===== config.mk =====
export PLATFORM = sky130hd
export DESIGN_NAME = nmt_rank_switch_ctrl_flat
export DESIGN_NICKNAME = d
export VERILOG_FILES = /design/src/rtl/nmt_rank_switch_ctrl_pkg.sv /design/src/rtl/nmt_rank_switch_ctrl_if.sv /design/src/rtl/nmt_rank_switch_ctrl_timer.sv /design/src/rtl/nmt_rank_switch_ctrl.sv /design/src/flat_wrapper.sv
export SDC_FILE = /design/constraint.sdc
export NUM_CORES = 1
export LEC_CHECK = 0
export CELL_PAD_IN_SITES_DETAIL_PLACEMENT = 0
export CELL_PAD_IN_SITES_GLOBAL_PLACEMENT = 2
export CORE_MARGIN = 1.5
export CORE_UTILIZATION = 32
export CTS_CLUSTER_DIAMETER = 50
export DETAILED_ROUTE_END_ITERATION = 10
export HOLD_SLACK_MARGIN = 0.12
export PLACE_DENSITY = 0.9
export REMOVE_ABC_BUFFERS = 1
export SETUP_SLACK_MARGIN = 0.02
export SYNTH_ARGS = -nofsm -noshare
export SYNTH_HDL_FRONTEND = slang
export SYNTH_SLANG_ARGS = --single-unit

===== constraint.sdc =====
create_clock -name clk -period 2.55 [get_ports clk]
set_input_delay 0.51 -clock clk [delete_from_list [all_inputs] [get_ports clk]]
set_output_delay 0.51 -clock clk [all_outputs]
set_load 0.02 [all_outputs]

===== src/rtl/nmt_rank_switch_ctrl_pkg.sv =====
// Shared types and constants for the NMT/host rank switch controller and its predictor.
package nmt_pkg;

    localparam logic [1:0] ST_NMT_OWN    = 2'd0;
    localparam logic [1:0] ST_DRAIN      = 2'd1;
    localparam logic [1:0] ST_HOST_OWN   = 2'd2;
    localparam logic [1:0] ST_TURNAROUND = 2'd3;

    typedef enum logic [1:0] {
        NMT_OWN    = ST_NMT_OWN,
        DRAIN      = ST_DRAIN,
        HOST_OWN   = ST_HOST_OWN,
        TURNAROUND = ST_TURNAROUND
    } state_e;

    typedef enum logic {
        OWNER_NMT  = 1'b0,
        OWNER_HOST = 1'b1
    } owner_e;

    localparam logic       READ      = 1'b0;
    localparam logic       WRITE     = 1'b1;
    localparam logic [1:0] NMT_WRITE = 2'b00;

    function automatic int max3(input int a, input int b, input int c);
        int m;
        m = (a > b) ? a : b;
        return (m > c) ? m : c;
    endfunction

endpackage


===== src/rtl/nmt_rank_switch_ctrl_if.sv =====
// Request/grant bundle between the rank switch controller and its environment.
interface nmt_rank_switch_ctrl_if #(
    parameter int CNT_W = 16
);
    logic             context_switch;
    logic [3:0]       nmt_inflight;
    logic             host_req_valid;
    logic             nmt_ready;
    logic             host_grant;
    logic             rank_owner;
    logic             drain_timeout;
    logic [CNT_W-1:0] switch_count;

    modport master (
        output context_switch, nmt_inflight, host_req_valid,
        input  nmt_ready, host_grant, rank_owner, drain_timeout, switch_count
    );

    modport slave (
        input  context_switch, nmt_inflight, host_req_valid,
        output nmt_ready, host_grant, rank_owner, drain_timeout, switch_count
    );
endinterface


===== src/rtl/nmt_rank_switch_ctrl_timer.sv =====
// Loadable down-counter; holds at zero, load wins over decrement.
module cycle_timer #(
    parameter int W = 5
) (
    input  logic         clk,
    input  logic         rst,
    input  logic         load,
    input  logic [W-1:0] load_val,
    input  logic         dec,
    output logic         zero
);
    logic [W-1:0] cnt;

    always_ff @(posedge clk) begin
        if (rst) begin
            cnt <= '0;
        end else if (load) begin
            cnt <= load_val;
        end else if (dec && (cnt != '0)) begin
            cnt <= cnt - 1'b1;
        end
    end

    assign zero = (cnt == '0);
endmodule


===== src/rtl/nmt_rank_switch_ctrl.sv =====
// Hands one DRAM rank from the NMT engine to the host and back: stall, drain, host window, turnaround.
//  state      | meaning
//  NMT_OWN    | NMT engine owns the rank and may issue
//  DRAIN      | new NMT ops stalled, waiting for in-flight ops or timeout
//  HOST_OWN   | host owns the rank (base window, then optional extension)
//  TURNAROUND | bus idle gap before NMT resumes
module nmt_rank_switch_ctrl
    import nmt_pkg::*;
#(
    parameter int DRAIN_MAX   = 16,
    parameter int HOST_WINDOW = 8,
    parameter int TURN_CYCLES = 2,
    parameter int CNT_W       = 16
) (
    input  logic                   clk,
    input  logic                   rst,
    nmt_rank_switch_ctrl_if.slave  bus
);
    localparam int TW = $clog2(max3(DRAIN_MAX, HOST_WINDOW, TURN_CYCLES)) + 1;

    logic [1:0]       state, state_nxt;
    logic             cs_q, switch_req;
    logic             ext, ext_nxt;
    logic             t_load, t_dec, t_zero;
    logic [TW-1:0]    t_val;
    logic             to_nxt, cnt_inc;
    logic             nmt_ready_q, host_grant_q, rank_owner_q, drain_timeout_q;
    logic [CNT_W-1:0] count_q;

    assign switch_req = bus.context_switch & ~cs_q;

    cycle_timer #(.W(TW)) u_timer (
        .clk      (clk),
        .rst      (rst),
        .load     (t_load),
        .load_val (t_val),
        .dec      (t_dec),
        .zero     (t_zero)
    );

    always_comb begin
        state_nxt = state;
        ext_nxt   = ext;
        t_load    = 1'b0;
        t_val     = '0;
        t_dec     = 1'b0;
        to_nxt    = 1'b0;
        cnt_inc   = 1'b0;
        case (state)
            ST_NMT_OWN: begin
                if (switch_req) begin
                    state_nxt = ST_DRAIN;
                    t_load    = 1'b1;
                    t_val     = TW'(DRAIN_MAX - 1);
                end
            end
            ST_DRAIN: begin
                if ((bus.nmt_inflight == 4'd0) || t_zero) begin
                    state_nxt = ST_HOST_OWN;
                    to_nxt    = (bus.nmt_inflight != 4'd0);
                    cnt_inc   = 1'b1;
                    ext_nxt   = 1'b0;
                    t_load    = 1'b1;
                    t_val     = TW'(HOST_WINDOW - 1);
                end else begin
                    t_dec = 1'b1;
                end
            end
            ST_HOST_OWN: begin
                // Extension ends early on host idle; base window always runs to completion.
                if (ext && !bus.host_req_valid) begin
                    state_nxt = ST_TURNAROUND;
                    ext_nxt   = 1'b0;
                    t_load    = 1'b1;
                    t_val     = TW'(TURN_CYCLES - 1);
                end else if (!t_zero) begin
                    t_dec = 1'b1;
                end else if (!ext && bus.host_req_valid) begin
                    ext_nxt = 1'b1;
                    t_load  = 1'b1;
                    t_val   = TW'(HOST_WINDOW - 1);
                end else begin
                    state_nxt = ST_TURNAROUND;
                    ext_nxt   = 1'b0;
                    t_load    = 1'b1;
                    t_val     = TW'(TURN_CYCLES - 1);
                end
            end
            ST_TURNAROUND: begin
                if (t_zero) state_nxt = ST_NMT_OWN;
                else        t_dec     = 1'b1;
            end
            default: state_nxt = ST_NMT_OWN;
        endcase
    end

    always_ff @(posedge clk) begin
        if (rst) begin
            state           <= ST_NMT_OWN;
            cs_q            <= 1'b0;
            ext             <= 1'b0;
            nmt_ready_q     <= 1'b1;
            host_grant_q    <= 1'b0;
            rank_owner_q    <= OWNER_NMT;
            drain_timeout_q <= 1'b0;
            count_q         <= '0;
        end else begin
            state           <= state_nxt;
            cs_q            <= bus.context_switch;
            ext             <= ext_nxt;
            nmt_ready_q     <= (state_nxt == ST_NMT_OWN);
            host_grant_q    <= (state_nxt == ST_HOST_OWN);
            rank_owner_q    <= ((state_nxt == ST_HOST_OWN) || (state_nxt == ST_TURNAROUND))
                               ? OWNER_HOST : OWNER_NMT;
            drain_timeout_q <= to_nxt;
            if (cnt_inc && (count_q != '1)) count_q <= count_q + 1'b1;
        end
    end

    assign bus.nmt_ready     = nmt_ready_q;
    assign bus.host_grant    = host_grant_q;
    assign bus.rank_owner    = rank_owner_q;
    assign bus.drain_timeout = drain_timeout_q;
    assign bus.switch_count  = count_q;
endmodule


===== src/flat_wrapper.sv =====
// flat-port wrapper written by rule: the top's interface ports become plain ports
module nmt_rank_switch_ctrl_flat import nmt_pkg::*;
#(
    parameter int DRAIN_MAX   = 16,
    parameter int HOST_WINDOW = 8,
    parameter int TURN_CYCLES = 2,
    parameter int CNT_W       = 16
)
  (clk, rst, bus_context_switch, bus_nmt_inflight, bus_host_req_valid, bus_nmt_ready, bus_host_grant, bus_rank_owner, bus_drain_timeout, bus_switch_count);
  nmt_rank_switch_ctrl_if #(.CNT_W(CNT_W)) bus_i ();
  input  logic clk;
  input  logic rst;
  input wire logic [$bits(bus_i.context_switch)-1:0] bus_context_switch;
  input wire logic [$bits(bus_i.nmt_inflight)-1:0] bus_nmt_inflight;
  input wire logic [$bits(bus_i.host_req_valid)-1:0] bus_host_req_valid;
  output wire logic [$bits(bus_i.nmt_ready)-1:0] bus_nmt_ready;
  output wire logic [$bits(bus_i.host_grant)-1:0] bus_host_grant;
  output wire logic [$bits(bus_i.rank_owner)-1:0] bus_rank_owner;
  output wire logic [$bits(bus_i.drain_timeout)-1:0] bus_drain_timeout;
  output wire logic [$bits(bus_i.switch_count)-1:0] bus_switch_count;
  assign bus_i.context_switch = bus_context_switch;
  assign bus_i.nmt_inflight = bus_nmt_inflight;
  assign bus_i.host_req_valid = bus_host_req_valid;
  assign bus_nmt_ready = bus_i.nmt_ready;
  assign bus_host_grant = bus_i.host_grant;
  assign bus_rank_owner = bus_i.rank_owner;
  assign bus_drain_timeout = bus_i.drain_timeout;
  assign bus_switch_count = bus_i.switch_count;
  nmt_rank_switch_ctrl #(.DRAIN_MAX(DRAIN_MAX), .HOST_WINDOW(HOST_WINDOW), .TURN_CYCLES(TURN_CYCLES), .CNT_W(CNT_W)) u_core (.clk(clk), .rst(rst), .bus(bus_i));
endmodule

# Yosys cells after proc, flatten, opt, wreduce, memory -nomap -nowiden
# Cells that the tools add are included.
# op_classes
addsub,2
n_mux,31
eq_ne,8
reduce_logical,18
n_bitwise,4
# op_table
op,n
5-bit two-way mux,4
16-bit by 1-bit adder with 16-bit output (second input constant),1
16-bit inequality test (second input constant),1
5-bit case mux with 3 select lines,1
1-bit two-way mux,13
2-bit two-way mux,6
2-bit equality test (second input constant),4
2-bit case mux with 4 select lines,1
3-bit two-way mux,2
1-bit case mux with 3 select lines,2
5-bit zero test,1
5-bit nonzero test,1
5-bit by 1-bit subtractor with 5-bit output (second input constant),1
1-bit logical AND,4
2-bit zero test,2
4-bit zero test,1
4-bit two-way mux,1
2-bit nonzero test,2
4-bit nonzero test,1
3-bit by 1-bit inequality test with 1-bit output (second input constant),1
1-bit inverter,3
3-bit AND reduction,1
3-bit OR reduction,1
2-bit by 1-bit equality test with 1-bit output (second input constant),1
5 further kinds,7
# word_totals
elab_cells,72
in_bits,8
reg_bits,29
output_inout_bits,20

# Logic depth before layout (Yosys ltp)
# Gate-level depths: netlist (run 1).
# logic_depth
word_depth,9
depth_mapped,8
depth_no_buf,8

# By module
# A second synthesis (run 1) with hierarchy kept.
# hier_totals
cells_unflattened,189
hier_area_um2,1576.5
# by_module_without_submodules
module,cells_per_inst,seq_area_each_um2,area_each_um2,n_inst
nmt_rank_switch_ctrl,152,460.4,1249.9,1
cycle_timer,37,100.1,326.6,1

# Worst setup path after synthesis (run 1)
# Ideal clock, no wire load.
# synth_path
path_type,register -> register
start,register u_core.count_q[0] (netlist: u_core.bus.switch_count[0])
end,register u_core.count_q[3] (netlist: u_core.bus.switch_count[3])
setup_ns,0.121
t_required_ns,2.429
t_arrival_ns,1.838
path_buffers,0
path_stages_with_launch,7
synth_period_minus_slack_ns,1.959
path_slack_ns,0.591
cell_sequence,dfxtp_1 -> ha_1 -> nand3_1 -> nor3_2 -> a21oi_2 -> and4_1 -> mux2_4
# synth_via
elab_chain_cells,2
elab_cells_between_ends,3
cone_classes,add/sub: 1; eq/ne: 1; reduce/logical: 1
# synth_rtl
item,line_no,text
"start, declared",nmt_rank_switch_ctrl.sv:28,logic [CNT_W-1:0] count_q;
"start signal, assigned",nmt_rank_switch_ctrl.sv:116,if (cnt_inc && (count_q != '1)) count_q <= count_q + 1'b1;
"parallel branches: the longest is 2 deep, another holds 16-bit by 1-bit adder with 16-bit output",--,
# Parallel ways; which one is timed is not known.
# A chain may end at the register's enable or synchronous reset.

# Worst setup path in the final report (run 1)
# layout_path
start,input bus_nmt_inflight[0]
end,register u_core.u_timer.cnt[1]
# layout_via
elab_chain_cells,6
elab_cells_between_ends,11
cone_classes,mux: 7; reduce/logical: 4
# layout_rtl
item,line_no,text
"start, declared",flat_wrapper.sv:14,input wire logic [$bits(bus_i.nmt_inflight)-1:0] bus_nmt_inflight;
4-bit zero test (*),nmt_rank_switch_ctrl.sv:58,if ((bus.nmt_inflight == 4'd0) || t_zero) begin
1-bit logical OR (*),nmt_rank_switch_ctrl.sv:58,
1-bit two-way mux,nmt_rank_switch_ctrl.sv:58,
1-bit case mux with 3 select lines,nmt_rank_switch_ctrl.sv:49,case (state)
1-bit logical AND,nmt_rank_switch_ctrl_timer.sv:19,end else if (dec && (cnt != '0)) begin
2-bit nonzero test (no line),--,
"end signal, assigned",nmt_rank_switch_ctrl_timer.sv:18,cnt <= load_val;
"end signal, assigned",nmt_rank_switch_ctrl_timer.sv:20,cnt <= cnt - 1'b1;
"end, declared",nmt_rank_switch_ctrl_timer.sv:12,logic [W-1:0] cnt;
# Every way passes the cells marked *; elsewhere a longest branch is shown, timed or not.

==> results of run 1 <==
final timing paths:
check | slack [ns] | end | start | cells past startpoint
max | 0.30 | u_core.u_timer.cnt[1] | bus_nmt_inflight[0] | 6
min | 0.49 | u_core.bus.switch_count[10] | u_core.bus.switch_count[10] | 2
max reg2reg | 0.50 | u_core.bus.host_grant | u_core.u_timer.cnt[0] | 7
min reg2reg | 0.49 | u_core.bus.switch_count[10] | u_core.bus.switch_count[10] | 2
where the power goes:
group,internal [mW],total [mW],switching [mW]
logic,0.367,0.802,0.435
clock network,0.189,0.370,0.181
registers,0.526,0.592,0.0655
total,1.08,1.76,0.681
synth_stat cells (2+ instances only):
master / n / share of area, %
xnor2_1: 13 / 6.9
nand2_1: 5 / 1.1
a31oi_1: 2 / 0.76
nor3_1: 3 / 0.91
clkbuf_1: 3 / 0.68
ha_1: 8 / 6.0
nand4_1: 4 / 1.5
dfxtp_1: 29 / 35
nor4b_1: 2 / 1.1
nand3_1: 5 / 1.5
nand2b_1: 2 / 0.76
a31o_2: 2 / 1.1
inv_1: 16 / 3.6
o221a_2: 2 / 1.4
and4_1: 4 / 2.1
a311oi_1: 2 / 1.1
a211oi_1: 4 / 1.8
and2_1: 3 / 1.1
a21oi_1: 11 / 3.3
or3_1: 2 / 0.76
nor2_1: 22 / 5.0
o21ai_0: 4 / 1.2
a21oi_2: 3 / 1.6
nor2b_1: 3 / 1.1
stage by stage:
stage	setup WS [ns]	hold slack [ns]	power, mW	utilization (%)
6_report	0.305	0.495	1.76	41.9
2_1_floorplan	0.524	0.523	1.16	-
4_1_cts	0.319	0.497	1.78	41.9
3_3_place_gp	0.0624	0.488	1.41	40.2
3_5_place_dp	0.0446	0.481	1.41	40.2
5_1_grt	0.218	0.545	1.92	41.9
registers in the layout, indices dropped and copies added (netlist names):
register	cells
u_core.ext	1
u_core.bus.host_grant	1
u_core.bus.drain_timeout	1
u_core.bus.nmt_ready	1
u_core.bus.rank_owner	1
u_core.bus.switch_count	16
u_core.u_timer.cnt	5
u_core.cs_q	1
u_core.state	2
metal layers:
| metal | share of wire, % | wire [um] | track usage, % |
|---|---|---|---|
| met3 | 3.5 | 133 | 4.02 |
| met5 | 0 | 0 | 0 |
| met1 | 49 | 1840 | 21.2 |
| met4 | 1.5 | 58 | 6.06 |
| met2 | 46 | 1720 | 23.7 |
cells by family after synthesis:
kind of cell	after synthesis	share of synthesized area, %
and+or+nand+nor	64	22.6
AOI/OAI and AO/OA	45	20.9
DFF	29	35.0
buffers and inverters	22	5.74
xor gates and xnor gates	13	6.87
adders and majority gates	9	6.65
muxes	3	2.19
layout make-up:
type / count / share of cell area [%]
tap: 70 / 4.15
clock buffer: 6 / 3.44
inverter: 16 / 2.84
sequential: 29 / 27.5
multi-input combinational: 134 / 46.4
clock inverter: 2 / 0.474
timing repair buffer: 32 / 15.2
worst register-to-register path, cell delays in order, from the launching register on:
cell,delay (ns)
dfxtp_1,0.37
inv_1,0.08
ha_1,0.22
nor4b_4,0.15
buf_4,0.18
maj3_1,0.38
a311oi_1,0.44
and2_1,0.18
==> summary.txt, run 1 <==
Outcome
  • Status: finished, final reports clean

Critical path
  • Crit Path Class: input pin to flop
  • Worst-path fanout max: 4
  • Slowest cell on the critical path: o41a_2
  • Critical path cell sequence: clkdlybuf4s50_1, o41a_2, a21oi_2, a21boi_0, or2_1, o221a_2
  • Worst path max stage delay: approximately 0.54 ns
  • Worst Path Required: 2.73 ns
  • WP buf/inv: 1
  • Crit path launch type: input pin
  • Worst EP arrival: between 2 and 2.5 ns
  • Crit. End Element: flop
  • CP delay by family, top: compound AO/OA/AOI/OAI gates

CTS
  • CTS tree: yes
  • Max clock buf depth: 2
  • # Post-CTS Setup Buffers: 0
  • Worst-path clk slew: 0.06 ns
  • Cts hold-fix bufs: 0
  • CTS HTree Levels: 2
  • Post-CTS sizing: 0
  • CTS sink count: 29
  • Clock Latency Late Sink: 0.28 ns
  • Clock root buffer: clkbuf_8
  • CTS buffer count: 5

Routing
  • Number of DRC markers in iteration 0: 52
  • Vias per std cell: 4.86
  • Total wire length: 3760 um
  • DR vias: 1404
  • DR DRC count: 0
  • Final ANT Viol Nets: 0
  • First drt pass iteration count: 4
  • DR WL/cell: 13.0 um

Timing
  • Final setup viols: 0
  • Setup TNS: 0 ns
  • Fin crit period: ~2.2 ns
  • Final Hold Fails: 0
  • RSZ-0062 raised after global routing: no
  • Max frequency: between 400 and 500 MHz
  • Max-slew headroom: 66.1%
  • Max Clock Skew: 0.00697 ns
  • Fin crit share: between 80% and 90%
  • Max Transition Viols Final: 0
  • Slew @ Worst Pin: 0.496 ns

Pwr
  • Pleak: 0.748 nW
  • Worst ir drop on vdd: 0.000318 V
  • Pwr Density: 835 nW/um^2

Yosys
  • #FFs+latches synth: 29
  • Predominant post-synthesis flop cell: dfxtp_1
  • Register area share after synthesis: 35.0%
  • Syn_area_per_cell: 8.95 sq um
  • Post-synth EDFFs: 0
  • Mapped cell area: 1660 sq um
  • Distinct cells, synth: 55
  • Synth Instances: 185
  • Synth warn: 0
  • Asr flop ratio synth: 0%

Finish
  • Area Overhead vs Synth: 27.5%
  • Most frequent cells in the layout: dfxtp_1 (29), clkdlybuf4s50_1 (27), nor2_1 (22), inv_1 (16), xnor2_1 (13)
  • Most common cell after layout, fill and taps aside: dfxtp_1
  • Layout cell share with drive strength beyond 1: 13.2%
  • Multi-input gate area: 981 sq um
  • NumNets Final: 234
  • Reg area: 581 sq um
  • Final instance area: ~2100 sq um
  • Diode count: 0
  • Final instance count without filler cells: roughly 290
  • Fill count: 505

Floorplan
  • Chip width: 75.0 um
  • Die ar.: 5620 sq um
  • Core Footprint: 5040 sq um
  • # rows: 26
  • I/O Pins: 28
  • Die Height: roughly 75 um
  • Initial Util: 32.9%

Flow run
  • # Max-Cap Violations: 0

Global route
  • Initial antenna violation count: 0
  • Largest net degree at the start of global routing: 28
  • Gr usage total: 15.6%
  • Global-route wire length before repair: 6540 um
  • GRT overflow: 0
  • Vias in the first global route: 1343

Placed design
  • Final GP Congestion: between 0.7 and 0.8
  • Post-detail-place hpwl: 2660 um
  • # port buffers: 27
  • Placed Instances: 281
  • Cell area after placement: 2030 sq um

Min path
  • Worst Hold Class: flop to flop
Power figures use the tool's default switching activity.
==> inputs of run 2 (changes only) <==
--- a/config.mk
+++ b/config.mk
@@ -11,6 +11,7 @@
 export CORE_UTILIZATION = 32
 export CTS_CLUSTER_DIAMETER = 50
 export DETAILED_ROUTE_END_ITERATION = 10
+export GPL_TIMING_DRIVEN = 0
 export HOLD_SLACK_MARGIN = 0.12
 export PLACE_DENSITY = 0.9
 export REMOVE_ABC_BUFFERS = 1
==> constraint.sdc (replaced) <==
create_clock -name clk -period 2.55 [get_ports clk]
set_input_delay 0.3825 -clock clk [delete_from_list [all_inputs] [get_ports clk]]
set_output_delay 0.3825 -clock clk [all_outputs]
set_load 0.02 [all_outputs]
==> summary.txt, run 2 (synthesis results as in run 1) <==
Floorplan
  • Core Footprint: 5040 sq um (unchanged)
  • Die ar.: 5620 sq um (unchanged)
  • Die Height: 75.0 um (unchanged)
  • Chip width: 75.0 um (unchanged)
  • I/O Pins: 28 (unchanged)
  • Initial Util: 32.9% (unchanged)
  • # rows: 26 (unchanged)

Critical path
  • Crit path launch type: input pin (unchanged)
  • Worst Path Required: 2.71 ns (was 2.73 ns)
  • Worst-path fanout max: 10 (was 4)
  • R2R Setup Slk: 0.39 ns (was 0.50 ns)
  • Worst EP arrival: 2.34 ns (was 2.42 ns)
  • Crit Path Class: input pin to flop (unchanged)
  • Crit. End Element: flop (unchanged)

Global route
  • Initial antenna violation count: 0 (unchanged)
  • Largest net degree at the start of global routing: 28 (unchanged)
  • GRT overflow: 0 (unchanged)
  • Vias in the first global route: 1303 (was 1343)
  • Global-route wire length before repair: 6040 um (was 6540 um)
  • Gr usage total: 14.2% (was 15.6%)

Finish
  • Fill count: 516 (was 505)
  • Most frequent cells in the layout: dfxtp_1 (29), clkdlybuf4s50_1 (27), nor2_1 (22), inv_1 (16), xnor2_1 (13) (unchanged)
  • Diode count: 0 (unchanged)
  • NumNets Final: 233 (was 234)
  • Layout cell share with drive strength beyond 1: 12.4% (was 13.2%)
  • Area Overhead vs Synth: 26.5% (was 27.5%)
  • Largest register FFs: 16 (unchanged)
  • Most common cell after layout, fill and taps aside: dfxtp_1 (unchanged)

Routing
  • DR DRC count: 0 (unchanged)
  • Final ANT Viol Nets: 0 (unchanged)
  • DR vias: 1428 (was 1404)
  • First drt pass iteration count: 4 (unchanged)
  • DR WL/cell: 13.0 um (about the same)
  • Total wire length: 3720 um (was 3760 um)
  • Vias per std cell: 4.98 (was 4.86)
  • Number of DRC markers in iteration 0: 79 (was 52)

Pwr
  • Comb pwr share: 45.9% (was 45.5%)
  • Net Sw Frac: 37.5% (was 38.6%)
  • Clock power share: 21.4% (was 21.0%)
  • Sw power: 679 uW (was 681 uW)
  • Power share of the sequential group: 32.7% (was 33.6%)
  • Pwr Density: 864 nW/um^2 (was 835 nW/um^2)
  • Worst ir drop on vdd: 0.000288 V (was 0.000318 V)
  • Final Power: 1.81 mW (was 1.76 mW)
  • Pleak: 0.738 nW (was 0.748 nW)
  • Int Power: 1.13 mW (was 1.08 mW)

Outcome
  • Status: finished, final reports clean (unchanged)

Timing
  • Fin crit period: 2.18 ns (was 2.25 ns)
  • RSZ-0062 raised after global routing: no (unchanged)
  • Final setup viols: 0 (unchanged)
  • Fin crit share: 85.3% (was 88.1%)
  • Max Clock Skew: 0.00586 ns (was 0.00697 ns)
  • Max Transition Viols Final: 0 (unchanged)
  • Max frequency: 460 MHz (was 445 MHz)
  • Max-slew headroom: 32.0% (was 66.1%)
  • Slew @ Worst Pin: 1.02 ns (was 0.496 ns)
  • Final Hold Fails: 0 (unchanged)
  • Setup TNS: 0 ns (unchanged)

CTS
  • CTS HTree Levels: 2 (unchanged)
  • Worst-path clk slew: 0.06 ns (about the same)
  • Max clock buf depth: 2 (unchanged)
  • Clock Latency Late Sink: 0.28 ns (about the same)
  • CTS sink count: 29 (unchanged)
  • Clock root buffer: clkbuf_8 (unchanged)
  • CTS tree: yes (unchanged)
  • CTS buffer count: 5 (unchanged)

Flow run
  • # Max-Cap Violations: 0 (unchanged)

Min path
  • Worst Hold Class: flop to flop (unchanged)

Placed design
  • Post-detail-place hpwl: 2610 um (was 2660 um)
  • Final GP Congestion: 0.728 (was 0.784)
  • # port buffers: 27 (unchanged)
[run 2: cell count changes in the layout (fill, tap and decap cells not counted), sizes merged]
cell / change
clkinv: -2
buf: -1
clkbuf: +1
[run 2: final timing paths]
kind | endpoint | depth (start not counted) | startpoint
setup / recovery | u_core.bus.switch_count[3] | 6 | bus_nmt_inflight[1]
hold / removal | u_core.bus.switch_count[10] | 2 | u_core.bus.switch_count[10]
setup reg to reg | u_core.bus.host_grant | 8 | u_core.u_timer.cnt[0]
hold reg to reg | u_core.bus.switch_count[10] | 2 | u_core.bus.switch_count[10]
[run 2: per-layer routing]
layer / vias to the layer above / share of wire [%] / GRT usage [%] / routed length [um]
li1: 733 / - / - / -
met1: 660 / 46 / 17.5 / 1700
met2: 28 / 48 / 23.3 / 1780
met3: 7 / 5.3 / 4.82 / 196
met4: 0 / 1.2 / 4.85 / 44
met5: - / 0 / 0 / 0
[run 2: area by class of cell]
type	count	area, sq um	area share [%]
clock buffer	7	86.3	4.12
sequential	29	581	27.7
inverter	16	60.1	2.87
tap	70	87.6	4.18
timing repair buffer	31	300	14.3
multi-input combinational	134	981	46.8
[run 2: stage by stage]
step	hold slack [ns]	std cells	instance area, sq um	worst slack (ns)	util [%]
floorplan	0.452	179	1620	0.524	-
global placement	0.486	276	1980	0.0882	39.3
detailed placement	0.497	276	1980	0.0576	39.3
CTS	0.517	283	2070	0.196	41.0
global route	0.552	287	2100	0.240	41.6
finish	0.517	287	2100	0.375	41.6
[run 2: what timing repair did]
item,4_1_cts,5_1_grt
endpoints found under the setup margin,0,1
hold endpoints to repair,0,0
hold buffers,0,0
gates resized for setup,0,0
setup buffers,0,4
[run 2: power groups by stage]
stage / sequential, mW / combinational, mW / clock [mW]
2_1_floorplan: 0.627 / 0.530 / 0
6_report: 0.592 / 0.831 / 0.388
3_5_place_dp: 0.601 / 0.758 / 0
5_1_grt: 0.604 / 0.922 / 0.423
4_1_cts: 0.593 / 0.763 / 0.397
3_3_place_gp: 0.600 / 0.763 / 0
[run 2: critical path: stages]
cell and delay [ns]:
clkdlybuf4s50_1 0.43, nor4_2 0.49, o21ai_2 0.24, a21oi_2 0.25, and4_1 0.25, mux2_4 0.29
